--- src/rtl/axis_elastic_fifo.sv ---
// AXI-Stream elastic buffer of DEPTH beats with registered tready, storage-driven
// output, synchronous flush and an explicit fill level.
module axis_elastic_fifo #(
  parameter int TDATA_WIDTH = 32,
  parameter int DEPTH       = 4
) (
  input  logic                         clk,
  input  logic                         rst_n,
  // upstream (subordinate) side
  input  logic                         s_tvalid,
  output logic                         s_tready,
  input  logic [TDATA_WIDTH-1:0]       s_tdata,
  input  logic                         s_tlast,
  // downstream (manager) side
  output logic                         m_tvalid,
  input  logic                         m_tready,
  output logic [TDATA_WIDTH-1:0]       m_tdata,
  output logic                         m_tlast,
  input  logic                         flush,
  output logic [$clog2(DEPTH+1)-1:0]   level
);

  localparam int PW = $clog2(DEPTH);
  localparam int LW = $clog2(DEPTH+1);

  logic [TDATA_WIDTH:0] mem [DEPTH];
  logic [TDATA_WIDTH:0] head;
  logic [PW-1:0]        wr_ptr;
  logic [PW-1:0]        rd_ptr;
  logic [LW-1:0]        level_q;
  logic [LW-1:0]        level_next;
  logic                 tready_q;
  logic                 push;
  logic                 pop;

  // Handshakes: a beat moves on a side only in a cycle where that side's tvalid
  // and tready are both 1 at the clock edge. tvalid never waits on tready.
  assign push = s_tvalid && tready_q;
  assign pop  = m_tvalid && m_tready;

  assign head     = mem[rd_ptr];
  assign m_tvalid = (level_q != '0);
  assign m_tdata  = head[TDATA_WIDTH-1:0];
  assign m_tlast  = head[TDATA_WIDTH];
  assign s_tready = tready_q;
  assign level    = level_q;

  // Flush wins over push/pop: a push in the flush cycle is accepted then dropped.
  always_comb begin
    level_next = level_q;
    if (flush)
      level_next = '0;
    else if (push && !pop)
      level_next = level_q + LW'(1);
    else if (pop && !push)
      level_next = level_q - LW'(1);
  end

  always_ff @(posedge clk or negedge rst_n) begin
    if (!rst_n) begin
      for (int i = 0; i < DEPTH; i++) mem[i] <= '0;
      wr_ptr   <= '0;
      rd_ptr   <= '0;
      level_q  <= '0;
      tready_q <= 1'b0;
    end else begin
      level_q  <= level_next;
      tready_q <= (level_next < LW'(DEPTH));
      if (flush) begin
        wr_ptr <= '0;
        rd_ptr <= '0;
      end else begin
        if (push) begin
          mem[wr_ptr] <= {s_tlast, s_tdata};
          wr_ptr      <= wr_ptr + PW'(1);
        end
        if (pop)
          rd_ptr <= rd_ptr + PW'(1);
      end
    end
  end

endmodule

--- config.mk ---
export PLATFORM = sky130hd
export DESIGN_NAME = axis_elastic_fifo
export DESIGN_NICKNAME = d
export VERILOG_FILES = /design/src/rtl/axis_elastic_fifo.sv
export SDC_FILE = /design/constraint.sdc
export NUM_CORES = 1
export LEC_CHECK = 0
export ABC_AREA = 0
export BUFFER_PORTS_ARGS = -buffer_cell sky130_fd_sc_hd__buf_2
export CAP_MARGIN = 20
export CORE_UTILIZATION = 50
export DETAILED_ROUTE_END_ITERATION = 12
export HOLD_SLACK_MARGIN = 0.03
export MAX_ROUTING_LAYER = met4
export PLACE_DENSITY = 0.74
export SLEW_MARGIN = 0
export SYNTH_ARGS = -nofsm -noshare
export SYNTH_HDL_FRONTEND = slang
export SYNTH_SLANG_ARGS = --single-unit
--- constraint.sdc ---
create_clock -name clk -period 2.1 [get_ports clk]
set_input_delay 0.315 -clock clk [delete_from_list [all_inputs] [get_ports clk]]
set_output_delay 0.315 -clock clk [all_outputs]
set_load 0.01 [all_outputs]
==> flow_metrics.tcl <==
set metrics [dict create \
    power.share.sequential_pct 38.7 \
    synth.avg_cell_area_um2 16.9 \
    cpPeakStageDelay_ns 0.57 \
    max_cap_viol_count 0 \
    track_usage_pct 21.3 \
    critPathMaxFanout 22 \
    pwr-share-comb_pct 34.6 \
    drtAntennaViolNets 0 \
    fin_crit_ns 2.07 \
    die_w_um 114 \
    synth_area_mm2 0.00627 \
    yosys_warnings 0 \
    worst_ep_required_time_ns 1.78 \
    relSlewSlack_pct 66.4 \
    die_h_um 114 \
    hp-start "s_tlast" \
    dr.pass1.iters 4 \
    path_buf_inv 2 \
    synth_top_area_share_pct 55.8 \
    reg2reg_from "level[0]" \
    placed_cells 609 \
    layout-drive-gt1-share_pct 61.5 \
    place_area_mm2 0.00683 \
    grt_pass1_vias 3852 \
    ys_seq_area_share_pct 55.8 \
    cp_cell_sequence "buf_12 -> mux4_2 -> buf_6" \
    clock_sinks 140 \
    sw_frac_of_total_pct 27.8 \
    reg2reg_setup_slack_ns 0.38 \
    rsz0062_at_grt "true" \
    crit_start "rd_ptr[0]" \
    cp-end-kind "output port" \
    p_switching_mw 3.21 \
    fin_skew_ns 0.00900 \
    wl_per_cell_um 18.7 \
    synthTopCellsByArea "dfrtp_1 56%, mux2_2 23%, mux4_2 12%" \
    drcViolationCount 0 \
    dp_hpwl_mm 7.68 \
    cp.depth 3 \
    grt_pass1_wl_mm 20.0 \
    clk_pin_slew_worst_paths_ns 0.06 \
    crit_arrival_ns 1.76 \
    final_nets 506 \
    area_growth_pct 20.2 \
    status "complete, no violations" \
    place_congestion 0.803 \
    final_area_mm2 0.00754 \
    max_freq_mhz 483 \
    root_buffer "clkbuf_16" \
    drt-vias-per-instance 5.38 \
    clock_latency_ns 0.42 \
    initial_core_util_pct 51.8 \
    ios 76 \
    hold_viol 0 \
    die_area_mm2 0.0130 \
    antenna_found_initial 0 \
    overflow 0 \
    intPower_mw 8.35 \
    crit_family "multiplexers" \
    drt-total-wl_mm 12.0 \
    drv_slew 0 \
    peakVddDrop_v 0.000597 \
    cts_tree "yes" \
    power.leakage_nw 3.46 \
    synth_cells 372 \
    power_density_mw_per_mm2 1530 \
    worstSetupPathType "reg -> out" \
    hold_path_class "in -> reg" \
    grt_max_degree 56 \
    ff2ff_path_depth 6 \
    ys_ff_latch 140 \
    rows 40 \
    clk_path_buf_depth 2 \
    syn-num-nets 417 \
    finalSetupViolCount 0 \
    stdcell_count 642 \
    cp_slowest_cell "mux4_2" \
    power_mw 11.6 \
    synthDominantAreaCellType "dfrtp_1" \
    io_buffers 75 \
    coreArea_mm2 0.0121 \
    worst_pin_slew_ns 0.505 \
    crit_path_end "m_tdata[15]" \
    ctsHtreeMaxLevel 4 \
    numCtsBuffers 17 \
    synth_cell_type_count 28 \
    drtIter0Drc 147 \
    startpoint_type "register" \
    vias 3456 \
    pwr-share-clk_pct 26.7 \
    rr_endpoint "level[2]" \
    timing.final.crit_share_pct 98.6 \
]
==> repair_timing <==
| action | CTS | global route |
|---|---|---|
| hold endpoints to repair | 51 | 0 |
| resized for setup | 1 | 13 |
| setup buffers | 0 | 0 |
| setup endpoints to repair | 13 | 24 |
| pin swaps | 0 | 0 |
| hold buffers | 1 | 0 |
==> cell usage in the layout (no fill, tap or decap), types with 2 or more instances in the layout <==
master     instances
clkbuf_1           3
ha_1               7
xor2_1             2
clkbuf_8           5
xnor2_1            3
dfrtp_2            2
nand3_1            2
mux2_2           130
nor2_1             6
nand2_1            4
clkinv_2           2
mux4_2            33
mux2i_1            2
dfrtp_1          138
buf_6             15
inv_1              4
nand2_2            3
buf_12             3
buf_4             12
bufinv_16          3
buf_2             61
clkbuf_16         17
mux2_1             3
==> per-layer routing <==
layer,part of all wire [%],GRT usage (%)
met3,3.7,5.42
met1,44,26.6
met4,1.7,8.48
met5,0,-
met2,51,33.5
==> cell families (layout without fill, tap and decap cells) <==
family / after synthesis / count (layout) / share of synthesized area, %
multiplexers: 168 / 168 / 36.0
flip-flops: 140 / 140 / 55.8
AO/OA/AOI/OAI: 3 / 3 / 0.379
AND/OR/NAND/NOR: 23 / 23 / 2.31
adder cells (fa/ha/maj): 7 / 7 / 1.40
XOR/XNOR: 5 / 5 / 0.698
buffers and inverters: 26 / 127 / 3.33
other: 0 / 1 / 0
==> worst min path at each step <==
| stage | endpoint | slack (ns) | depth (start not counted) |
|---|---|---|---|
| final | mem[131] | 0.16 | 2 |
| after global routing | mem[86] | 0.16 | 2 |
| after CTS | mem[131] | 0.15 | 2 |
| after detailed placement | mem[64] | 0.31 | 1 |
| after global placement | mem[110] | 0.31 | 1 |
| after floorplan | level[0] | 0.02 | 0 |
==> state kept, by name (all words and copies together) (netlist names) <==
| register | flops |
|---|---|
| mem | 132 |
| level | 3 |
| rd_ptr | 2 |
| wr_ptr | 2 |
| s_tready | 1 |
==> power by group through the flow <==
stage	registers [mW]	clock network, mW	logic [mW]
after floorplan	4.28	0	2.78
after detailed placement	4.51	0	3.77
after CTS	4.49	3.14	3.80
final	4.48	3.08	4.00
after global placement	4.42	0	3.65
after global routing	4.62	3.25	4.31
==> worst reg2reg max path, stage by stage (launching register included) <==
cell	delay [ns]
dfrtp_1	0.41
inv_1	0.08
ha_1	0.23
nand2b_4	0.10
nand2_1	0.17
a31oi_2	0.27
mux2_2	0.35
==> final cells by class <==
class                           instances  area (µm²)
Clock buffer                           25         505
Inverter                                4        15.0
Antenna cell                            1        2.50
Clock inverter                          6         108
Timing Repair Buffer                   92         634
Tap cell                              168         210
Fill cell                             919        4570
Multi-Input combinational cell        206        2560
Sequential cell                       140        3510
==> metrics by stage <==
stage          worst slack [ns]  utilization (%)  setup TNS [ns]  hold slack, ns
3_5_place_dp              0.396             56.4               0           0.313
4_1_cts                 0.00677             61.6               0           0.148
2_1_floorplan             0.430                -               0          0.0194
6_report                 0.0292             62.3               0           0.165
3_3_place_gp              0.415             56.4               0           0.313
5_1_grt                 -0.0266             62.3          -0.261           0.163
==> Yosys cell counts (all sizes together) <==
cell and n:
mux4 33, and2 1, ha 7, nand4 1
a31oi 2, inv 4, nor2b 1, nand3 2
mux2 133, and4 1, a21oi 1, nor2 7
nand2b 1, nand2 7, nand3b 1, mux2i 2
clkbuf 1, buf 21, xor2 2, dfrtp 140
and3 1, xnor2 3
Note: power is estimated with default switching activity, not from simulation.
